$ cat src/rtl/key_press_detector_pkg.sv
// Shared definitions for the pushbutton front end: FSM state encoding and
// default timing for a 50 MHz system clock.
package key_press_detector_pkg;

    typedef enum logic [1:0] {
        ST_IDLE         = 2'd0,
        ST_PRESS_WAIT   = 2'd1,
        ST_PRESSED      = 2'd2,
        ST_RELEASE_WAIT = 2'd3
    } key_state_t;

    localparam int unsigned DEF_DEBOUNCE_CYCLES = 1_000_000;
    localparam int unsigned DEF_LONG_CYCLES     = 50_000_000;

    // Counter width able to hold 0..n-1; never narrower than one bit.
    function automatic int unsigned cnt_width(input int unsigned n);
        return ($clog2(n) < 1) ? 1 : $clog2(n);
    endfunction

endpackage

$ cat src/rtl/key_press_detector_sync_2ff.sv
// Two-flop synchronizer for asynchronous board inputs; reset value selects
// the level presented while rst_n is low.
module sync_2ff #(
    parameter int unsigned      WIDTH     = 1,
    parameter logic [WIDTH-1:0] RESET_VAL = '0
) (
    input  logic             i_clk,
    input  logic             i_rst_n,
    input  logic [WIDTH-1:0] i_d,
    output logic [WIDTH-1:0] o_q
);

    logic [WIDTH-1:0] r_meta;
    logic [WIDTH-1:0] r_sync;

    always_ff @(posedge i_clk or negedge i_rst_n) begin
        if (!i_rst_n) begin
            r_meta <= RESET_VAL;
            r_sync <= RESET_VAL;
        end else begin
            r_meta <= i_d;
            r_sync <= r_meta;
        end
    end

    assign o_q = r_sync;

endmodule

$ cat src/rtl/key_press_detector.sv
// Debounced pushbutton reader: clean level, press/release/long-press strobes
// and a wrapping press counter. One instance per key pin.
module key_press_detector
    import key_press_detector_pkg::*;
#(
    parameter int unsigned DEBOUNCE_CYCLES = DEF_DEBOUNCE_CYCLES,
    parameter int unsigned LONG_CYCLES     = DEF_LONG_CYCLES,
    parameter bit          ACTIVE_LOW      = 1'b1,
    parameter int unsigned CNT_W           = 8
) (
    input  logic             clk,
    input  logic             rst_n,
    input  logic             key_in,
    output logic             key_level,
    output logic             press_pulse,
    output logic             release_pulse,
    output logic             long_pulse,
    output logic [CNT_W-1:0] press_count
);

    localparam int unsigned DB_W   = cnt_width(DEBOUNCE_CYCLES);
    localparam int unsigned HOLD_W = cnt_width(LONG_CYCLES);
    localparam logic [DB_W-1:0]   DB_LAST   = DB_W'(DEBOUNCE_CYCLES - 1);
    localparam logic [HOLD_W-1:0] HOLD_LAST = HOLD_W'(LONG_CYCLES - 1);

    logic w_key_sync;
    logic w_pressed;

    key_state_t r_state;
    key_state_t w_state_nxt;

    logic [DB_W-1:0]   r_db_cnt,   w_db_cnt_nxt;
    logic [HOLD_W-1:0] r_hold_cnt, w_hold_cnt_nxt;
    logic [HOLD_W-1:0] w_hold_inc;
    logic              r_long_done, w_long_done_nxt;
    logic              r_key_level, w_key_level_nxt;
    logic              r_press,     w_press_nxt;
    logic              r_release,   w_release_nxt;
    logic              r_long,      w_long_nxt;
    logic [CNT_W-1:0]  r_count,     w_count_nxt;

    // Synchronizer idles at the released pin level so reset never looks like a press.
    sync_2ff #(
        .WIDTH     (1),
        .RESET_VAL (ACTIVE_LOW)
    ) u_sync (
        .i_clk   (clk),
        .i_rst_n (rst_n),
        .i_d     (key_in),
        .o_q     (w_key_sync)
    );

    assign w_pressed = (w_key_sync != ACTIVE_LOW);

    always_ff @(posedge clk or negedge rst_n) begin
        if (!rst_n) begin
            r_state <= ST_IDLE;
        end else begin
            r_state <= w_state_nxt;
        end
    end

    always_comb begin
        w_state_nxt = r_state;
        unique case (r_state)
            ST_IDLE: begin
                if (w_pressed) w_state_nxt = ST_PRESS_WAIT;
            end
            ST_PRESS_WAIT: begin
                if (!w_pressed)               w_state_nxt = ST_IDLE;
                else if (r_db_cnt == DB_LAST) w_state_nxt = ST_PRESSED;
            end
            ST_PRESSED: begin
                if (!w_pressed) w_state_nxt = ST_RELEASE_WAIT;
            end
            ST_RELEASE_WAIT: begin
                if (w_pressed)                w_state_nxt = ST_PRESSED;
                else if (r_db_cnt == DB_LAST) w_state_nxt = ST_IDLE;
            end
            default: w_state_nxt = ST_IDLE;
        endcase
    end

    // Hold time keeps running through release bounces so long_pulse fires once per press.
    assign w_hold_inc = (r_hold_cnt == HOLD_LAST) ? r_hold_cnt : r_hold_cnt + 1'b1;

    always_comb begin
        w_db_cnt_nxt    = r_db_cnt;
        w_hold_cnt_nxt  = r_hold_cnt;
        w_long_done_nxt = r_long_done;
        w_key_level_nxt = r_key_level;
        w_count_nxt     = r_count;
        w_press_nxt     = 1'b0;
        w_release_nxt   = 1'b0;
        w_long_nxt      = 1'b0;

        unique case (r_state)
            ST_IDLE: begin
                w_db_cnt_nxt    = '0;
                w_key_level_nxt = 1'b0;
            end
            ST_PRESS_WAIT: begin
                if (w_pressed && r_db_cnt == DB_LAST) begin
                    w_press_nxt     = 1'b1;
                    w_key_level_nxt = 1'b1;
                    w_count_nxt     = r_count + 1'b1;
                    w_hold_cnt_nxt  = '0;
                    w_long_done_nxt = 1'b0;
                    w_db_cnt_nxt    = '0;
                end else if (w_pressed) begin
                    w_db_cnt_nxt = r_db_cnt + 1'b1;
                end else begin
                    w_db_cnt_nxt = '0;
                end
            end
            ST_PRESSED, ST_RELEASE_WAIT: begin
                w_hold_cnt_nxt = w_hold_inc;
                if (w_hold_inc == HOLD_LAST && !r_long_done) begin
                    w_long_nxt      = 1'b1;
                    w_long_done_nxt = 1'b1;
                end
                if (r_state == ST_PRESSED || w_pressed) begin
                    w_db_cnt_nxt = '0;
                end else if (r_db_cnt == DB_LAST) begin
                    w_release_nxt   = 1'b1;
                    w_key_level_nxt = 1'b0;
                    w_db_cnt_nxt    = '0;
                end else begin
                    w_db_cnt_nxt = r_db_cnt + 1'b1;
                end
            end
            default: begin
                w_db_cnt_nxt    = '0;
                w_key_level_nxt = 1'b0;
            end
        endcase
    end

    always_ff @(posedge clk or negedge rst_n) begin
        if (!rst_n) begin
            r_db_cnt    <= '0;
            r_hold_cnt  <= '0;
            r_long_done <= 1'b0;
            r_key_level <= 1'b0;
            r_press     <= 1'b0;
            r_release   <= 1'b0;
            r_long      <= 1'b0;
            r_count     <= '0;
        end else begin
            r_db_cnt    <= w_db_cnt_nxt;
            r_hold_cnt  <= w_hold_cnt_nxt;
            r_long_done <= w_long_done_nxt;
            r_key_level <= w_key_level_nxt;
            r_press     <= w_press_nxt;
            r_release   <= w_release_nxt;
            r_long      <= w_long_nxt;
            r_count     <= w_count_nxt;
        end
    end

    assign key_level     = r_key_level;
    assign press_pulse   = r_press;
    assign release_pulse = r_release;
    assign long_pulse    = r_long;
    assign press_count   = r_count;

endmodule

$ cat config.mk
export PLATFORM = sky130hd
export DESIGN_NAME = key_press_detector
export DESIGN_NICKNAME = d
export VERILOG_FILES = /design/src/rtl/key_press_detector_pkg.sv /design/src/rtl/key_press_detector_sync_2ff.sv /design/src/rtl/key_press_detector.sv
export SDC_FILE = /design/constraint.sdc
export NUM_CORES = 1
export LEC_CHECK = 0
export CAP_MARGIN = 5
export CORE_ASPECT_RATIO = 1.1
export CORE_MARGIN = 2
export CORE_UTILIZATION = 57
export DETAILED_ROUTE_END_ITERATION = 10
export PLACE_DENSITY_LB_ADDON = 0.2
export SLEW_MARGIN = 20
export SYNTH_ARGS = -nofsm -noshare
export SYNTH_HDL_FRONTEND = slang
export SYNTH_HIERARCHICAL = 1
export SYNTH_SLANG_ARGS = --single-unit
$ cat constraint.sdc
create_clock -name clk -period 3.4 [get_ports clk]
set_input_delay 0.51 -clock clk [delete_from_list [all_inputs] [get_ports clk]]
set_output_delay 0.51 -clock clk [all_outputs]
set_load 0.01 [all_outputs]
# Yosys cells after proc, flatten, opt, wreduce, memory -nomap -nowiden
# Index checks and enable logic that the tools add are counted.
# word_totals
ff_bits	63
input_bits	3
wordCells	70
# op_classes
n_eq_ne	14
n_reduce_logical	12
n_mux	29
bitwise_logic	1
addsub	3
# ops
cell	n
$mux W20	4
$pmux W20 S3	1
$eq A26 B26 Y1 const B	2
$mux W26	2
$pmux W26 S2	1
$add A26 B1 Y26 const B	1
$add A20 B1 Y20 const B	1
$eq A20 B20 Y1 const B	1
$mux W1	12
$mux W2	6
$ne A2 B2 Y1 const B	5
$add A8 B1 Y8 const B	1
$pmux W2 S4	1
$reduce_and A3 Y1	2
$eq A2 B2 Y1 const B	2
$reduce_and A2 Y1	2
$reduce_and A4 Y1	1
$ne A3 B2 Y1 const B	1
$ne A3 B3 Y1 const B	1
$pmux W1 S3	1
$eq A2 B1 Y1 const B	1
$logic_and A1 B1 Y1	2
$logic_not A2 Y1	1
$ne A2 B1 Y1 const B	1
6 further kinds	6

# Longest topological paths before layout
# logic_depth
ltp_word	6
ltp_mapped	10
ltp_nobuf	8

# By module
# The synthesis kept the hierarchy.
# modules_own_cells
module	cells_each	area_each_um2	n_inst	seq_area_each_um2
key_press_detector	361	3301.9	1	1526.5
sync_2ff	2	52.6	1	52.6

# Worst setup path after synthesis
# OpenSTA, ideal clock, no wires.
# synth_timing
path_type	flip-flop to flip-flop
from	register r_hold_cnt[0]
to	register r_long_done
t_arrival_ns	2.829
required_time_ns	3.336
slack_ns	0.507
path_buffers	2
stages_incl_launch_ff	11
setup_time_ns	0.064
path_cell_list	dfrtp_1 > ha_1 > and3_1 > buf_6 > nand2_4 > or4_4 > buf_6 > a211o_1 > or4_4 > nor4_4 > a21o_1
# synth_between
elab_chain_cells	6
word_cells_on_any_way	7
cone_classes	add/sub (1); eq/ne (3); mux (1); reduce/logical (2)
# synth_rtl
item	line	rtl
start: declaration	key_press_detector.sv:33	logic [HOLD_W-1:0] r_hold_cnt, w_hold_cnt_nxt;
start signal: assignment	key_press_detector.sv:151	r_hold_cnt <= w_hold_cnt_nxt;
$add A26 B1 Y26 or $eq A26 B26 Y1 (tied branches)	key_press_detector.sv:85	assign w_hold_inc = (r_hold_cnt == HOLD_LAST) ? r_hold_cnt : r_hold_cnt + 1'b1;
$mux W26 *	key_press_detector.sv:85	
$eq A26 B26 Y1 *	key_press_detector.sv:118	if (w_hold_inc == HOLD_LAST && !r_long_done) begin
$logic_and A1 B1 Y1 *	key_press_detector.sv:118	
$ne A2 B2 Y1 (no source line) *	-	
$reduce_and A3 Y1 (no source line) *	-	
end signal: assignment	key_press_detector.sv:152	r_long_done <= w_long_done_nxt;
end: declaration	key_press_detector.sv:35	logic r_long_done, w_long_done_nxt;
# Mark *: on every way between the ends. The rest lies on a longest branch, timed or not.
# A chain may end at the register's enable or synchronous reset.

# Worst setup path after layout
# Ends and elaborated chain as after synthesis.

==> impl_results.rst <==
.. list-table::
   :header-rows: 1

   * - Metric
     - Value
   * - Run status
     - complete, no violations
   * - Required time of the worst setup path
     - 3680 ps
   * - Num Clock Sinks
     - 63
   * - Synth Net Count
     - approximately 370
   * - Yosys Warn Count
     - 6
   * - Setup TNS after final layout
     - 0 ps
   * - Clock latency at the later pin of the worst-skew pair
     - 340 ps
   * - CP endpoint kind
     - register
   * - Fraction of layout cells with a size suffix above 1
     - 8.42%
   * - CTS Hold Bufs
     - 0
   * - Crit Path Category
     - register to register
   * - Row Count
     - 29
   * - Final setup violating endpoints
     - 0
   * - Worst Setup Slack, final
     - 356 ps
   * - Number of DRC markers in iteration 0
     - 159
   * - Count of flip-flops with a built-in enable after synthesis
     - 0
   * - Area of all placed cells without fillers
     - 0.00373 mm2
   * - Synthesized cell area
     - 0.00335 mm2
   * - Class of the worst hold path
     - input pin to async pin
   * - Die Wd
     - 77.1 um
   * - Pre-CTS setup slack
     - 366 ps
   * - Final weighted congestion in routability-driven placement
     - 0.901
   * - Number of max-slew violations in the final report
     - 0
   * - Min Tclk post-route
     - 3040 ps
   * - First-pass GRT wire length
     - ~12,000 um
   * - I/O pin count
     - 15
   * - Number of port buffers
     - 14
   * - Count of vias placed by the detailed router
     - 2,667
   * - Largest net degree at the start of global routing
     - 47
   * - Ratio of final minimum period to clock period
     - 89.5%
   * - Post-synth top flop
     - sky130_fd_sc_hd__dfrtp_1
   * - Antenna diode count
     - 0
   * - Residual antenna-violating net count after detailed routing
     - 0
   * - Final hold violation count
     - 0
   * - Clock-pin slew on the worst setup and hold paths
     - 70 ps
   * - Total of flip-flops plus latches after synthesis
     - 63
   * - CTS-repair resized insts
     - 0
   * - Measured slew at the worst slew-check pin
     - around 720 ps
   * - F_max
     - 328 MHz
   * - Initial core utilization
     - 58.5%
   * - Most frequent standard cell in the layout excluding fill and tap cells
     - sky130_fd_sc_hd__dfrtp_1
   * - Tot Pwr
     - approximately 1.4 mW
   * - Mean routed wirelength per cell
     - 15.0 um
   * - Vertical die dimension
     - 84.5 um
   * - Library cells used by synthesis
     - 40
   * - Kind of launch point of the worst setup path
     - register
   * - Buffer levels on the longest clock path
     - 2
   * - HPWL after DPL
     - 4760 um
   * - TritonCTS clock tree
     - done
   * - Die outline area
     - about 0.0065 mm2
   * - Routed Wire Length
     - 6870 um
   * - Pre-Repair DR Iteration Count
     - 4
   * - Layout overhead on the synthesized area
     - 11.3%
   * - Data arrival, critical path
     - 3330 ps
   * - Peak supply drop
     - 478 uV
   * - Power density normalized to cell area
     - 382 mW/mm2
   * - Library cell used as clock root buffer
     - sky130_fd_sc_hd__clkbuf_8
   * - Final global-route overflow total
     - 0
   * - Gr usage total
     - 23.3%
   * - Clock buffer count from CTS
     - 9
   * - Fill cell instance count of the final layout
     - 506
   * - Post-CTS Setup Inserts
     - 0
   * - Standard cell core area
     - 0.00573 mm2
   * - Remaining design rule violation count
     - 0
   * - Critical path peak fanout
     - 10
   * - Placed cell area
     - between 0.003 and 0.004 mm2
   * - Commonest cells after routing, fill and taps aside
     - sky130_fd_sc_hd__dfrtp_1 (61), sky130_fd_sc_hd__nand2_1 (53), sky130_fd_sc_hd__nor2_1 (35)
   * - Number of antenna violations at the first check in global routing
     - 0
   * - Post-synth ARST share
     - 100%
   * - Depth of the CTS H-tree
     - 3
   * - Unrepaired setup endpoints after global routing
     - no
   * - Worst slew margin
     - 52.1%
   * - Layout Skew
     - 6.55 ps
   * - Static power due to leakage
     - approximately 1.6 nW
   * - Number of global-route vias before repair
     - between 2,000 and 3,000
   * - Final-stage net count
     - 381
   * - Post-synthesis area per instance
     - 9.24 um2
   * - Post-synthesis instance total
     - 363
   * - Max-capacitance violation count
     - 0
   * - Via-per-instance ratio
     - ~5.8
   * - Sequential-to-total area share from yosys stat
     - between 40% and 50%
per-stage QoR:
stage | instances | util [%] | hold WS [ps]
after floorplan | 363 | - | 214
after global placement | 441 | 61.8 | 346
after global routing | 457 | 65.1 | 80.0
after CTS | 457 | 65.1 | 65.1
after detailed placement | 441 | 61.8 | 351
final | 457 | 65.1 | 66.9
layout make-up:
type | instances | area (um2) | share of cell area [%]
multi-input combinational | 275 | 1660 | 44.6
sequential | 63 | 1580 | 42.3
timing repair buffer | 20 | 180 | 4.83
clock buffer | 12 | 145 | 3.89
tap | 77 | 96.3 | 2.58
clock inverter | 4 | 45.0 | 1.21
inverter | 6 | 22.5 | 0.603
logic make-up after synthesis:
kind of cell / count (synthesis) / share of synthesized area (%)
buffers and inverters: 25 / 3.32
adder cells (fa/ha/maj): 3 / 1.12
AO/OA/AOI/OAI: 45 / 8.21
XOR/XNOR: 51 / 13.3
AND/OR/NAND/NOR: 176 / 27.0
flip-flops: 63 / 47.1
synth_stat cells (all sizes together) (5+ instances only):
library cell | count | share of area [%]
or4 | 5 | 1.3
nand2 | 54 | 6.3
nor2 | 35 | 3.9
xor2 | 21 | 5.5
nand4 | 19 | 3.5
xnor2 | 30 | 7.8
dfrtp | 61 | 46
and4 | 5 | 1.3
a21oi | 10 | 1.5
inv | 6 | 0.67
o21ai | 18 | 2.7
nand3 | 23 | 3.4
clkbuf | 15 | 1.7
and3 | 14 | 2.8
nor3 | 9 | 1.3
routing by layer:
| metal | vias to the layer above | GRT usage, % | wire length [um] |
|---|---|---|---|
| li1 | 1289 | - | - |
| met3 | 12 | 5.59 | 240 |
| met2 | 46 | 37.2 | 3400 |
| met1 | 1320 | 30.4 | 3100 |
| met5 | - | 0 | 0 |
| met4 | 0 | 10.2 | 127 |
critical path, stage by stage, from the launching register on:
cell	delay, ps
sky130_fd_sc_hd__dfrtp_1	440
sky130_fd_sc_hd__ha_1	260
sky130_fd_sc_hd__and3_1	330
sky130_fd_sc_hd__nand2_4	80
sky130_fd_sc_hd__or4_4	620
sky130_fd_sc_hd__a211o_1	310
sky130_fd_sc_hd__or4_4	540
sky130_fd_sc_hd__nor4_4	300
sky130_fd_sc_hd__a21o_1	110
report_power, final:
group	switching (mW)	internal, mW	total, mW
sequential	0.00283	0.753	0.756
clock	0.289	0.355	0.644
combinational	0.0191	0.00477	0.0239
total	0.310	1.11	1.42
sequential cells by signal, summed over array words and instances, names as in the netlist, named ones only:
| signal | count |
|---|---|
| r_long_done | 1 |
| r_state | 1 |
| release_pulse | 1 |
| r_db_cnt | 20 |
| press_count | 8 |
| long_pulse | 1 |
| key_level | 1 |
| u_sync/r_meta | 1 |
| press_pulse | 1 |
| u_sync/o_q | 1 |
| r_hold_cnt | 26 |
path summary, 6_finish.rpt:
| kind | start | end | slack [ps] | depth (start not counted) |
|---|---|---|---|---|
| max | r_hold_cnt[0]$_DFFE_PN0P_ | r_long_done$_DFFE_PN0P_ | 360 | 8 |
| min | rst_n | r_hold_cnt[14]$_DFFE_PN0P_ | 70 | 1 |
| max reg2reg | r_hold_cnt[0]$_DFFE_PN0P_ | r_long_done$_DFFE_PN0P_ | 360 | 8 |
| min reg2reg | u_sync/r_meta$_DFF_PN1_ | u_sync/o_q$_DFF_PN1_ | 360 | 0 |
| max in group asynchronous | rst_n | u_sync/r_meta$_DFF_PN1_ | 2600 | 2 |
| min in group clk | u_sync/r_meta$_DFF_PN1_ | u_sync/o_q$_DFF_PN1_ | 360 | 0 |
Note: power is estimated with default switching activity, not from simulation.
==> RTL change, RTL diff (same flow settings) <==
Register the output `press_count` once more, without a reset; this adds one clock of latency there. The other outputs are not delayed to match.
--- a/src/rtl/key_press_detector.sv
+++ b/src/rtl/key_press_detector.sv
@@ -164,3 +164,5 @@
     assign long_pulse    = r_long;
-    assign press_count   = r_count;
+    always_ff @(posedge clk) begin
+        press_count <= r_count;
+    end
 
Check against the original RTL: same outputs for any inputs over 10 cycles, from zero or initial values and one cycle with rst_n low; that may be too few to reach the edited logic, so the function may still have changed.
==> RTL change against the original RTL <==
Total power up 14%; design area up 10%; final cell count up 7.2%; sequential share of layout area down 0.12 points; worst setup slack better by 0.085 ns; highest routed layer unchanged; via count up 9.0%; clock power up 17%; sequential cell count up 8; area after synthesis up 12%; largest power group unchanged; routed wire length up 16%; synthesized cell count up 10%; maximum frequency up 2.9%; non-clock buffer count down 1; first-iteration DRC count up 41%.
==> RTL change: results (changes against the original RTL) <==
status finished, final reports clean; largest net degree at the start of global routing 42 (-11%); GRT met1 Usage 0.313 (+0.00912); fin crit period 2.96 ns (-0.0847 ns); M1 wire length 3520 um (+14%); HPWL after DPL 5470 um (+15%); reg2reg path depth 7 (-1); fraction of area in multi-input gates 0.449 (+0.00361); multi-input logic cell count 293 (+6.5%); post-synthesis compound-gate area fraction 0.0997 (+0.0176); CP Max Fanout 11 (+1); Mean Syn Cell Area 9.38 um^2 (+1.5%); Crit path arrival time 3.23 ns (-0.10 ns); Layout clock buffers 10 (-2); synth top area cells dfrtp_1, xnor2_1, nand2_1, dfxtp_1, xor2_1; Non-clk invs 9 (+3); placed cells 474 (+7.5%); WL/cell 16.3 um (+8.4%); mux cell area share after synthesis 0.00534 (+0.00534); Initial DRC Count 224 (+41%); DR WL met3 312 um (+30%); Yosys cell types 58 (+45%); Critical Path Source r_hold_cnt[1]; peak supply drop 268 uV (-44%); Synthesized Nets 406 (+10%); WL final 7990 um (+16%); GPL Wtd Cong 0.878 (-2.6%); Pint 0.00127 W (+14%); clk tree area frac 0.0534 (+0.00246); Signal buffers 19 (-5.0%); Final Skew 0.00838 ns (+0.00183 ns); register share of the cell area 0.422 (-0.00121); met3 Use GR 0.0545 (-0.00137); commonest cells in the netlist dfrtp_1, nand2_1, nor2_1; seq_cells 71 (+13%); Seq/Total Area, Yosys 0.463 (-0.00723); adder-cell share of the synthesized area 0.0100 (-0.00119); non-clk buf share 0.0419 (-0.00639); drt pass-1 iters 5 (+1); Pleak 1.66 nW (+5.1%); reg2reg setup slack 0.44 ns (+0.08 ns)
RTL change: power by group through the flow:
stage	registers, W	clock network (W)	logic, W
6_report	0.000849	0.000751	0.0000250
5_1_grt	0.000850	0.000801	0.0000299
4_1_cts	0.000849	0.000765	0.0000266
3_5_place_dp	0.000866	0	0.0000267
3_3_place_gp	0.000866	0	0.0000259
2_1_floorplan	0.000866	0	0.00000683
RTL change: worst max-delay path, stage by stage (launching register included):
cell,delay [ns]
dfrtp_1,0.47
ha_1,0.38
and2_1,0.24
nand3_1,0.10
or4_1,0.74
a2111oi_0,0.57
o2111ai_1,0.21
o21ai_1,0.17
RTL change: per-stage QoR:
step	area [um^2]	util	total power (W)	hold WS, ns
detailed placement	3900	0.602	0.000893	0.348
global route	4120	0.636	0.00168	0.354
global placement	3900	0.602	0.000892	0.347
floorplan	3750	-	0.000872	0.214
CTS	4120	0.636	0.00164	0.320
finish	4120	0.636	0.00162	0.293
